$ cat config.mk
export PLATFORM = sky130hd
export DESIGN_NAME = pipe_hazard_scoreboard
export DESIGN_NICKNAME = d
export VERILOG_FILES = /design/src/rtl/pipe_hazard_pkg.sv /design/src/rtl/hazard_src_match.sv /design/src/rtl/pipe_hazard_scoreboard.sv
export SDC_FILE = /design/constraint.sdc
export NUM_CORES = 1
export LEC_CHECK = 0
export ABC_AREA = 1
export CAP_MARGIN = 0
export CORE_ASPECT_RATIO = 0.75
export CORE_UTILIZATION = 56
export DETAILED_ROUTE_END_ITERATION = 16
export PLACE_DENSITY_LB_ADDON = 0.05
export SLEW_MARGIN = 10
export SYNTH_ARGS = -nofsm -noshare
export SYNTH_HDL_FRONTEND = slang
export SYNTH_SLANG_ARGS = --single-unit
$ cat constraint.sdc
create_clock -name clk -period 4.3 [get_ports clk]
set_clock_uncertainty 0.15 [all_clocks]
set_input_delay 1.075 -clock clk [delete_from_list [all_inputs] [get_ports clk]]
set_output_delay 1.075 -clock clk [all_outputs]
set_load 0.05 [all_outputs]
$ cat src/rtl/pipe_hazard_pkg.sv
// Shared types and constants for the pipeline hazard scoreboard.
package pipe_hazard_pkg;

  localparam int unsigned ADDR_W         = 8;
  localparam int unsigned IDX_W          = 4;
  localparam int unsigned FWD_REGFILE    = 0;
  localparam int unsigned ALU_READY_DEF  = 0;
  localparam int unsigned LOAD_READY_DEF = 2;

  // One pending register write; addr is zero-extended from the core's AW.
  typedef struct packed {
    logic              wen;
    logic [ADDR_W-1:0] addr;
    logic [IDX_W-1:0]  readyIdx;
  } entry_t;

endpackage

$ cat src/rtl/hazard_src_match.sv
// Priority search over pending writes for one ID source operand.
module hazard_src_match
  import pipe_hazard_pkg::*;
#(
  parameter int unsigned DEPTH = 3,
  parameter int unsigned AW    = 5,
  parameter int unsigned FW    = 2
) (
  input  entry_t [DEPTH-1:0] entries,
  input  logic [AW-1:0]      src,
  input  logic               used,
  output logic [FW-1:0]      sel_c,
  output logic               hazard_c
);

  // Scan oldest to youngest so the lowest matching index is what remains.
  always_comb begin
    sel_c    = FW'(FWD_REGFILE);
    hazard_c = 1'b0;
    for (int i = int'(DEPTH) - 1; i >= 0; i--) begin
      if (used && (src != '0) && entries[i].wen && (entries[i].addr == ADDR_W'(src))) begin
        hazard_c = (i < int'(entries[i].readyIdx));
        sel_c    = hazard_c ? FW'(FWD_REGFILE) : FW'(i + 1);
      end
    end
  end

endmodule

$ cat src/rtl/pipe_hazard_scoreboard.sv
// Tracks in-flight register writes behind ID; resolves forwarding selects and stalls.
module pipe_hazard_scoreboard
  import pipe_hazard_pkg::*;
#(
  parameter int unsigned DEPTH      = 3,
  parameter int unsigned AW         = 5,
  parameter int unsigned ALU_READY  = ALU_READY_DEF,
  parameter int unsigned LOAD_READY = LOAD_READY_DEF,
  localparam int unsigned FW        = $clog2(DEPTH + 1)
) (
  input  logic             clk,
  input  logic             rst,
  input  logic             cpu_en,
  input  logic             id_valid,
  input  logic             id_flush,
  input  logic             id_wen,
  input  logic [AW-1:0]    id_waddr,
  input  logic             id_is_load,
  input  logic [AW-1:0]    id_rs,
  input  logic [AW-1:0]    id_rt,
  input  logic             id_rs_used,
  input  logic             id_rt_used,
  output logic             stall,
  output logic [FW-1:0]    fwd_rs_sel,
  output logic [FW-1:0]    fwd_rt_sel,
  output logic [DEPTH-1:0] pend_valid,
  output logic [31:0]      stall_count
);

  entry_t [DEPTH-1:0] entries;
  entry_t             newEntry;
  logic               rsHazard;
  logic               rtHazard;

  hazard_src_match #(.DEPTH(DEPTH), .AW(AW), .FW(FW)) rsMatch (
    .entries (entries),
    .src     (id_rs),
    .used    (id_rs_used),
    .sel_c   (fwd_rs_sel),
    .hazard_c(rsHazard)
  );

  hazard_src_match #(.DEPTH(DEPTH), .AW(AW), .FW(FW)) rtMatch (
    .entries (entries),
    .src     (id_rt),
    .used    (id_rt_used),
    .sel_c   (fwd_rt_sel),
    .hazard_c(rtHazard)
  );

  // A squashed ID instruction never stalls; flush takes priority.
  assign stall = (rsHazard | rtHazard) & id_valid & ~id_flush;

  // Entry loaded into EX: the ID instruction, or a bubble when stalled/flushed/invalid.
  always_comb begin
    newEntry = '0;
    if (id_valid && !id_flush && !stall) begin
      newEntry.wen      = id_wen;
      newEntry.addr     = ADDR_W'(id_waddr);
      newEntry.readyIdx = id_is_load ? IDX_W'(LOAD_READY) : IDX_W'(ALU_READY);
    end
  end

  always_comb begin
    pend_valid = '0;
    for (int i = 0; i < int'(DEPTH); i++) begin
      pend_valid[i] = entries[i].wen;
    end
  end

  always_ff @(posedge clk) begin
    if (!rst) begin
      entries     <= '0;
      stall_count <= '0;
    end else if (cpu_en) begin
      for (int i = int'(DEPTH) - 1; i > 0; i--) begin
        entries[i] <= entries[i-1];
      end
      entries[0] <= newEntry;
      if (stall && (stall_count != '1)) begin
        stall_count <= stall_count + 32'd1;
      end
    end
  end

endmodule

Word-level counts from Yosys, hierarchy flattened
Cells that the tools add are included.
{"block": "word_totals", "ff_bits": 71, "latch_bits": 0, "mem_bits_rw": 0, "romBits": 0, "input_bits": 24, "out_inout_bits": 40, "elab_cells": 64, "mem_count": 0}
{"block": "op_classes", "n_addsub": 1, "mul": 0, "div": 0, "magnitude_cmp": 3, "eq_ne": 7, "n_shift": 0, "mux": 17, "n_bitwise": 4, "reduce_logical": 22}
{"cell": "8-bit by 5-bit == test with 1-bit output", "n": 6}
{"cell": "32-bit by 1-bit adder with 32-bit output (second input constant)", "n": 1}
{"cell": "32-bit inequality test (second input constant)", "n": 1}
{"cell": "2-bit 2-to-1 mux", "n": 9}
{"cell": "1-bit logical AND", "n": 17}
{"cell": "13-bit 2-to-1 mux", "n": 1}
{"cell": "5-bit nonzero test", "n": 2}
{"cell": "1-bit by 4-bit less-than comparator with 1-bit output (first input constant)", "n": 2}
{"cell": "1-bit 2-to-1 mux", "n": 7}
{"cell": "2-bit by 4-bit less-than comparator with 1-bit output (first input constant)", "n": 1}
{"cell": "1-bit AND", "n": 2}
{"cell": "1-bit zero test", "n": 2}
{"cell": "2-bit AND reduction", "n": 1}
{"cell": "1-bit inverter", "n": 1}
{"cell": "1-bit bitwise OR", "n": 1}

Depth between registers and ports, before layout
Gate-level depths: netlist (run 1).
{"block": "logic_depth", "ltp_word": 13, "depth_mapped": 15, "depth_no_buf": 15}

By module
A second synthesis (run 1) with hierarchy kept.
{"block": "unflattened", "cells_unflattened": 664, "area_unflattened_um2": 3747.3}
{"module": "pipe_hazard_scoreboard", "n_inst": 1, "cells_each": 448, "area_per_inst_um2": 2811.4, "seq_area_each_um2": 1061.0}
{"module": "hazard_src_match", "n_inst": 2, "cells_each": 108, "area_per_inst_um2": 467.9, "seq_area_each_um2": 0.0}

Worst setup path before layout (run 1)
OpenSTA, ideal clock, no wires.
{"block": "synth_timing", "path_kind": "input -> output", "from": "input id_rs[3]", "to": "output stall", "arrival_time_ns": 2.969, "t_required_ns": 3.075, "setup_slack_ns": 0.106, "cell_stages": 10, "path_buffers": 0, "path_cell_list": "inv_1 a21boi_0 nand3_1 nor2_1 nand2_1 nand2_1 nand2_1 nand2_4 inv_1 nor3_1"}
{"block": "synth_via", "elab_chain_len": 10, "elab_cells_between_ends": 17, "classes_between": "eq/ne (3); mux (3); bitwise (3); reduce/logical (8)"}
{"element": "start, declared", "line": "pipe_hazard_scoreboard.sv:19", "rtl": "input logic [AW-1:0] id_rs,"}
{"element": "5-bit nonzero test", "line": "hazard_src_match.sv:21", "rtl": "if (used && (src != '0) && entries[i].wen && (entries[i].addr == ADDR_W'(src))) begin"}
{"element": "1-bit logical AND (3 in series)", "line": "hazard_src_match.sv:21"}
{"element": "1-bit 2-to-1 mux (2 in series)", "line": "hazard_src_match.sv:21"}
{"element": "1-bit 2-to-1 mux *", "line": "hazard_src_match.sv:21"}
{"element": "1-bit bitwise OR *", "line": "pipe_hazard_scoreboard.sv:52", "rtl": "assign stall = (rsHazard | rtHazard) & id_valid & ~id_flush;"}
{"element": "1-bit AND * (2 in series)", "line": "pipe_hazard_scoreboard.sv:52"}
{"element": "end, declared", "line": "pipe_hazard_scoreboard.sv:23", "rtl": "output logic stall,"}
Every way passes the cells marked *; elsewhere a longest branch is shown, timed or not.

Final worst setup path (run 1)
{"block": "layout_timing", "from": "input id_rt[1]", "to": "output fwd_rt_sel[1]"}
{"block": "layout_via", "elab_chain_len": 7, "elab_cells_between_ends": 14, "classes_between": "eq/ne (3); mux (3); reduce/logical (8)"}
{"element": "start, declared", "line": "pipe_hazard_scoreboard.sv:20", "rtl": "input logic [AW-1:0] id_rt,"}
{"element": "5-bit nonzero test", "line": "hazard_src_match.sv:21"}
{"element": "1-bit logical AND (3 in series)", "line": "hazard_src_match.sv:21"}
{"element": "2-bit 2-to-1 mux (2 in series)", "line": "hazard_src_match.sv:21"}
{"element": "2-bit 2-to-1 mux *", "line": "hazard_src_match.sv:21"}
{"element": "end, declared", "line": "pipe_hazard_scoreboard.sv:25", "rtl": "output logic [FW-1:0] fwd_rt_sel,"}
Marked as above.

==> metrics.log, run 1 <==
[metrics] max_slew headroom: 44.7%
[metrics] NetSw: 0.255 mW
[metrics] Cell variety after synth: 33
[metrics] row cnt: 23
[metrics] remaining number of nets flagged by the antenna check after routing: 0
[metrics] Total Routing Usage GR: 30.4%
[metrics] number of buffers added for setup after CTS: 0
[metrics] clock root buffer master: sky130_fd_sc_hd__clkbuf_8
[metrics] number of setup violations in the final report: 0
[metrics] transition at the pin with the smallest max-transition slack: 0.828 ns
[metrics] cells resized by post-CTS repair: 0
[metrics] synthesis-stage register bit count: 52
[metrics] Clk pwr share: 36.4%
[metrics] number of hold buffers added after CTS: 0
[metrics] combinational cell fraction of total power: 11.7%
[metrics] synthesized netlist net count: 565
[metrics] io pins: 64
[metrics] number of remaining DRC errors: 0
[metrics] reg-to-reg slack, setup: 1.67 ns
[metrics] power density cells: 235 mW/mm²
[metrics] first-pass GRT wire length: 14800 µm
[metrics] share of total power in sequential cells: 51.9%
[metrics] count of inserted antenna diode cells: 0
[metrics] total power consumption of the routed design: 0.967 mW
[metrics] Critical Path End Type: output port
[metrics] worst slack on hold paths: 0.334 ns
[metrics] horizontal die dimension: 90.4 µm
[metrics] number of iterations in the first detailed-routing pass: 6
[metrics] end of the critical path: fwd_rt_sel[1]
[metrics] Vias/cell: 5.43
[metrics] final wirelength: 9140 µm
[metrics] count of yosys warnings during synthesis: 0
[metrics] maximum number of pins on one net before global-route repair: 29
[metrics] post-layout net count: 622
[metrics] sum of overflow across all layers after global routing: 0
[metrics] Routed WL per cell: 13.6 µm
[metrics] highest ir drop seen on vdd: 0.169 mV
[metrics] share of total power consumed by net switching: 26.3%
[metrics] element type at the critical path start: input pin
[metrics] Sum Neg Setup Slack: 0 ns
[metrics] top achievable clock speed: 242 MHz
[metrics] sequential fraction of the synthesis area: 31.7%
[metrics] internal power contribution: 0.713 mW
[metrics] number of slew-limit violations in the final report: 0
[metrics] ratio of final minimum period to clock period: 96.2%
[metrics] initial core utilization: 59.7%
[metrics] Hold Violations, Final: 0
[metrics] synthesized netlist cell count: 540
[metrics] Max Cap Viol: 0
[metrics] cells on worst reg2reg path: 12
[metrics] core box area: 0.00550 mm²
[metrics] height of the die: 68.3 µm
[metrics] mean instance size in the synthesized netlist: 6.07 µm²
[metrics] antenna violations before repair: 0
[metrics] clock tree from TritonCTS: built
[metrics] Worst Setup Slack post-DPL: 0.147 ns
[metrics] Max Fanout on Critical Path: 5
[metrics] routability cong.: 1.06
[metrics] detailed placement HPWL: 6850 µm
[metrics] start-to-end type of the worst setup path: input pin to output port
[metrics] Leakage Power: 1.72 nW
[metrics] area of the die: 0.00617 mm²
[metrics] Max Root-Sink Buffers: 2
[metrics] share of post-route cells with drive strength above 1: 6.69%
[metrics] commonest cells after routing, fill and taps aside: 128 x sky130_fd_sc_hd__nand2_1, 95 x sky130_fd_sc_hd__inv_1, 79 x sky130_fd_sc_hd__nor2_1, 58 x sky130_fd_sc_hd__clkdlybuf4s50_1, 52 x sky130_fd_sc_hd__dfxtp_1
[metrics] classification of the worst-slack hold path: register to register
[metrics] status: finished clean
[metrics] via count: 3657
[metrics] number of port buffers: 63
[metrics] start point of the critical path: id_rt[1]
[metrics] CTS clock-pin slew for the worst setup and hold paths: 0.10 ns
[metrics] fraction of the core area covered by cells at the end of the flow: 75.0%
[metrics] signed area change from the synthesized netlist to the final layout: 25.7%
[metrics] worst skew pair latency: 0.31 ns
[metrics] initial drt markers: 480
[metrics] maximum level of the CTS H-tree: 2
[metrics] setup repair after global routing missed its margin: no
[metrics] # clock sinks: 52
[metrics] worst setup margin: 0.163 ns
[metrics] launch instance of the worst register-to-register path: stall_count[1]
[metrics] post-layout minimum cycle time: 4.14 ns
[metrics] cell area after technology mapping: 0.00328 mm²
[metrics] number of stages on the worst hold path: 2
[metrics] endpoint of the most critical register-to-register path: stall_count[0]
[metrics] number of global-route vias before repair: 3056
[metrics] data arrival time of the worst path: 2.91 ns
[metrics] most common cell after layout, fill and taps aside: sky130_fd_sc_hd__nand2_1
[metrics] number of buffers added by the clock tree synthesis step: 5
[metrics] data required time at the worst endpoint: 3.07 ns
-- worst max-delay path, cell delays in order --
cell	delay (ns)
sky130_fd_sc_hd__clkdlybuf4s50_1	0.50
sky130_fd_sc_hd__inv_1	0.14
sky130_fd_sc_hd__o22ai_1	0.07
sky130_fd_sc_hd__a21oi_1	0.12
sky130_fd_sc_hd__nand3_1	0.08
sky130_fd_sc_hd__nor4_1	0.37
sky130_fd_sc_hd__a21oi_1	0.12
sky130_fd_sc_hd__nor2_1	0.25
sky130_fd_sc_hd__buf_12	0.18
-- synth_stat cells (all sizes together) --
cell      n  area, µm²
a21boi    1       7.51
a21oi    28        140
buf       9       62.6
clkbuf   11       41.3
dfxtp    52       1040
ha        1       12.5
inv      98        368
nand2   130        498
nand3    25        143
nand4    36        231
nor2     83        324
nor3      8       40.0
nor4      4       25.0
o211ai    1       7.51
o21ai    34        170
o21bai    7       75.1
o22ai     3       18.8
or2       2       12.5
xnor2     2       17.5
xor2      5       43.8
-- worst min path at each step --
stage | from | end
3_3_place_gp | entries[1] | entries[1]
4_1_cts | entries[1] | entries[1]
6_report | entries[1] | entries[1]
2_1_floorplan | entries[1] | entries[1]
5_1_grt | entries[1] | entries[1]
3_5_place_dp | entries[1] | entries[1]
-- sequential cells by signal (all words and copies together), names as in the netlist --
| name | cells |
|---|---|
| entries | 17 |
| pend_valid | 3 |
| stall_count | 32 |
-- stage by stage --
| stage | cell area [µm²] | std cells |
|---|---|---|
| 2_1_floorplan | 3280 | 540 |
| 3_5_place_dp | 4010 | 665 |
| 4_1_cts | 4120 | 673 |
| 5_1_grt | 4120 | 673 |
| 3_3_place_gp | 4010 | 665 |
| 6_report | 4120 | 673 |
-- layout make-up --
class,instances,area (µm²)
clock inverters,2,38.8
fillers,448,1380
multi-input cells,370,1770
repair buffers,70,733
well taps,75,93.8
flip-flops and latches,52,1040
inverters,98,368
clock buffers,6,72.6
-- power by group through the flow --
stage | clock (mW) | sequential, mW | combinational (mW)
2_1_floorplan | 0 | 0.507 | 0.0680
3_3_place_gp | 0 | 0.512 | 0.109
3_5_place_dp | 0 | 0.512 | 0.110
4_1_cts | 0.356 | 0.501 | 0.111
5_1_grt | 0.371 | 0.503 | 0.124
6_report | 0.352 | 0.502 | 0.113
-- routing by layer --
metal  GRT usage, %  part of all wire, %  wire length (µm)  up-vias
met4           5.04                 0.56                51        0
met1           44.3                   49              4470     1621
met2           47.0                   41              3710      201
met5              0                    0                 0        -
li1               -                    -                 -     1825
met3           6.00                   10               915       10
-- kinds of logic after synthesis --
group	count (synthesis)	share of synthesized area (%)
buffers and inverters	118	14.4
adders and majority gates	1	0.381
DFF	52	31.7
and+or+nand+nor	288	38.8
xor gates and xnor gates	7	1.87
AOI/OAI and AO/OA	74	12.8
(Power assumes the default switching activity.)
==> inputs of run 2 (changes only) <==
--- a/config.mk
+++ b/config.mk
@@ -11,6 +11,7 @@
 export CORE_UTILIZATION = 56
 export DETAILED_ROUTE_END_ITERATION = 16
 export PLACE_DENSITY_LB_ADDON = 0.05
+export REMOVE_ABC_BUFFERS = 1
 export SLEW_MARGIN = 10
 export SYNTH_ARGS = -nofsm -noshare
 export SYNTH_HDL_FRONTEND = slang
==> run 2 against run 1 <==
  * Global-route usage grew 0.28 points
  * Hold slack got worse by 0.00065 ns
  * Cell count stayed put
  * Non-clock buffer count did not move
  * Fmax up 0.40%
  * Clock power shrank 12%
  * Register-to-register slack better by 0.10 ns
  * Core utilization down 0.11 points
==> metrics.log, run 2 (same netlist as run 1, synthesis figures left out) <==
[metrics] element type at the critical path start: input pin (unchanged)
[metrics] Slowest Stage Delay on Critical Path: 0.54 ns (was 0.50 ns)
[metrics] signed area change from the synthesized netlist to the final layout: 25.5% (was 25.7%)
[metrics] start point of the worst hold path: entries[1] (unchanged)
[metrics] status: finished clean (unchanged)
[metrics] max_slew headroom: 47.7% (was 44.7%)
[metrics] count of inserted antenna diode cells: 0 (unchanged)
[metrics] number of buffers added by the clock tree synthesis step: 5 (unchanged)
[metrics] worst slack on hold paths: 0.333 ns (was 0.334 ns)
[metrics] Hold Violations, Final: 0 (unchanged)
[metrics] post-layout net count: 622 (unchanged)
[metrics] Max Root-Sink Buffers: 2 (unchanged)
[metrics] row cnt: 23 (unchanged)
[metrics] most common cell after layout, fill and taps aside: sky130_fd_sc_hd__nand2_1 (unchanged)
[metrics] Critical Path End Type: output port (unchanged)
[metrics] combinational cell fraction of total power: 12.5% (was 11.7%)
[metrics] Top Family by Delay on Critical Path: simple AND/OR/NAND/NOR gates (was buffers and inverters)
[metrics] number of slew-limit violations in the final report: 0 (unchanged)
[metrics] initial core utilization: 59.7% (unchanged)
[metrics] transition at the pin with the smallest max-transition slack: 0.783 ns (was 0.828 ns)
[metrics] share of total power in sequential cells: 54.2% (was 51.9%)
[metrics] slowest cell on the critical path: sky130_fd_sc_hd__clkdlybuf4s50_1 (unchanged)
[metrics] data required time at the worst endpoint: 3.07 ns (about the same)
[metrics] clock root buffer master: sky130_fd_sc_hd__clkbuf_8 (unchanged)
[metrics] number of global-route vias before repair: 3179 (was 3056)
[metrics] antenna violations before repair: 0 (unchanged)
[metrics] fraction of the core area covered by cells at the end of the flow: 74.9% (was 75.0%)
[metrics] highest ir drop seen on vdd: 0.180 mV (was 0.169 mV)
[metrics] most used cell along the critical path: sky130_fd_sc_hd__nand2_1 (was sky130_fd_sc_hd__a21oi_1)
[metrics] maximum number of pins on one net before global-route repair: 47 (was 29)
[metrics] height of the die: 68.3 µm (unchanged)
[metrics] worst-path cell chain: clkdlybuf4s50_1, inv_1, nand2_1, nand2_1, nor2_1, nand2_1, nor2_2, nand2_1, nand2_1, nand2_2, nand2_4, inv_1, nor3_4, buf_12 (was clkdlybuf4s50_1, inv_1, o22ai_1, a21oi_1, nand3_1, nor4_1, a21oi_1, nor2_1, buf_12)
[metrics] classification of the worst-slack hold path: register to register (unchanged)
[metrics] Total Routing Usage GR: 30.7% (was 30.4%)
[metrics] share of post-route cells with drive strength above 1: 6.86% (was 6.69%)
[metrics] NetSw: 0.269 mW (was 0.255 mW)
[metrics] start-to-end type of the worst setup path: input pin to output port (unchanged)
[metrics] number of remaining DRC errors: 0 (unchanged)
[metrics] number of iterations in the first detailed-routing pass: 5 (was 6)
[metrics] Leakage Power: 1.72 nW (about the same)
[metrics] launch instance of the worst register-to-register path: entries[5] (was stall_count[1])
[metrics] routability cong.: 0.944 (was 1.06)
[metrics] commonest cells after routing, fill and taps aside: 128 x sky130_fd_sc_hd__nand2_1, 95 x sky130_fd_sc_hd__inv_1, 79 x sky130_fd_sc_hd__nor2_1, 57 x sky130_fd_sc_hd__clkdlybuf4s50_1, 52 x sky130_fd_sc_hd__dfxtp_1 (was 128 x sky130_fd_sc_hd__nand2_1, 95 x sky130_fd_sc_hd__inv_1, 79 x sky130_fd_sc_hd__nor2_1, 58 x sky130_fd_sc_hd__clkdlybuf4s50_1, 52 x sky130_fd_sc_hd__dfxtp_1)
[metrics] Routed WL per cell: 13.7 µm (was 13.6 µm)
[metrics] data arrival time of the worst path: 2.90 ns (was 2.91 ns)
[metrics] Sum Neg Setup Slack: 0 ns (unchanged)
[metrics] CTS clock-pin slew for the worst setup and hold paths: 0.11 ns (was 0.10 ns)
[metrics] number of buffers added for setup after CTS: 0 (unchanged)
[metrics] remaining number of nets flagged by the antenna check after routing: 0 (unchanged)
[metrics] top achievable clock speed: 243 MHz (was 242 MHz)
[metrics] critical path buffer and inverter count: 4 (was 3)
[metrics] share of total power consumed by net switching: 29.1% (was 26.3%)
[metrics] power density cells: 225 mW/mm² (was 235 mW/mm²)
[metrics] initial drt markers: 393 (was 480)
[metrics] io pins: 64 (unchanged)
[metrics] internal power contribution: 0.656 mW (was 0.713 mW)
[metrics] detailed placement HPWL: 6880 µm (was 6850 µm)
[metrics] clock tree from TritonCTS: built (unchanged)
[metrics] core box area: 0.00550 mm² (unchanged)
[metrics] worst skew pair latency: 0.32 ns (was 0.31 ns)
[metrics] start point of the critical path: id_rt[0] (was id_rt[1])
[metrics] sum of overflow across all layers after global routing: 0 (unchanged)
[metrics] max reg flops: 32 (unchanged)
[metrics] number of setup violations in the final report: 0 (unchanged)
[metrics] area of placed instances: 0.00401 mm² (unchanged)
[metrics] largest register by flop count: stall_count (unchanged)
[metrics] Worst Setup Slack post-DPL: -0.00427 ns (was 0.147 ns)
[metrics] # clock sinks: 52 (unchanged)
[metrics] Max Cap Viol: 0 (unchanged)
[metrics] Clk pwr share: 33.3% (was 36.4%)
[metrics] post-layout minimum cycle time: 4.12 ns (was 4.14 ns)
[metrics] ratio of final minimum period to clock period: 95.8% (was 96.2%)
[metrics] first-pass GRT wire length: 14900 µm (was 14800 µm)
[metrics] final wirelength: 9200 µm (was 9140 µm)
[metrics] Max Fanout on Critical Path: 4 (was 5)
[metrics] Vias/cell: 5.42 (was 5.43)
[metrics] area of the die: 0.00617 mm² (unchanged)
[metrics] number of port buffers: 63 (unchanged)
[metrics] worst setup margin: 0.179 ns (was 0.163 ns)
[metrics] final design area excluding fillers: 0.00412 mm² (about the same)
[metrics] via count: 3651 (was 3657)
[metrics] horizontal die dimension: 90.4 µm (unchanged)
[metrics] maximum level of the CTS H-tree: 2 (unchanged)
-- run 2: cell count changes in the layout (fill, tap and decap cells not counted) --
cell,delta
sky130_fd_sc_hd__bufinv_16,-1
sky130_fd_sc_hd__clkdlybuf4s50_1,-1
sky130_fd_sc_hd__nor3_4,+1
sky130_fd_sc_hd__clkinv_4,+1
sky130_fd_sc_hd__inv_8,+1
sky130_fd_sc_hd__inv_6,-1
sky130_fd_sc_hd__clkbuf_1,-1
sky130_fd_sc_hd__clkinvlp_4,+1
sky130_fd_sc_hd__dlymetal6s2s_1,+1
sky130_fd_sc_hd__nor3_2,-1
-- run 2: metrics by stage --
step / cells / power, mW
floorplan: 520 / 0.564
global placement: 665 / 0.622
detailed placement: 665 / 0.623
CTS: 673 / 0.926
global route: 673 / 0.961
finish: 673 / 0.924
-- run 2: power groups by stage --
stage	sequential, mW	combinational, mW	clock (mW)
final	0.501	0.115	0.308
after global routing	0.502	0.126	0.334
after CTS	0.500	0.113	0.313
after detailed placement	0.511	0.112	0
after global placement	0.511	0.110	0
after floorplan	0.512	0.0521	0
-- run 2: path summary, 6_finish.rpt --
check	to	slack (ns)	cells after the start
worst max-delay path	stall	0.18	14
worst min-delay path	entries[1]	0.33	2
worst max register to register	stall_count[25]	1.77	15
worst min register to register	entries[1]	0.33	2
-- run 2: metal layers --
metal  wire, µm  track usage, %  vias to the layer above
met5          0               0                        -
met4        125            9.48                        0
met3        679            4.89                       17
met2       3990            49.4                      151
met1       4410            42.6                     1658
li1           -               -                     1825
-- run 2: layout make-up --
type                       instances  area, µm²
multi-input combinational        370       1780
timing repair buffer              70        736
tap                               75       93.8
clock buffer                       5       68.8
clock inverter                     3       27.5
inverter                          98        368
sequential                        52       1040
fill                             429       1380
-- run 2: worst register-to-register path, cell delays in order, from the launching register on --
cell                      delay [ns]
sky130_fd_sc_hd__dfxtp_1        0.41
sky130_fd_sc_hd__inv_1          0.13
sky130_fd_sc_hd__nand2_1        0.08
sky130_fd_sc_hd__o21ai_1        0.06
sky130_fd_sc_hd__inv_1          0.05
sky130_fd_sc_hd__nand3_1        0.07
sky130_fd_sc_hd__nor2_1         0.15
sky130_fd_sc_hd__nand2_1        0.09
sky130_fd_sc_hd__nand2_1        0.10
sky130_fd_sc_hd__nand2_1        0.09
sky130_fd_sc_hd__nand2_4        0.11
sky130_fd_sc_hd__buf_4          0.27
sky130_fd_sc_hd__nand3_4        0.30
sky130_fd_sc_hd__o21ai_0        0.26
sky130_fd_sc_hd__inv_1          0.06
sky130_fd_sc_hd__nor2_1         0.10
-- run 2: timing repair --
item	CTS	global route
gates resized for setup	1	2
hold buffers	0	0
setup endpoints to repair	1	1
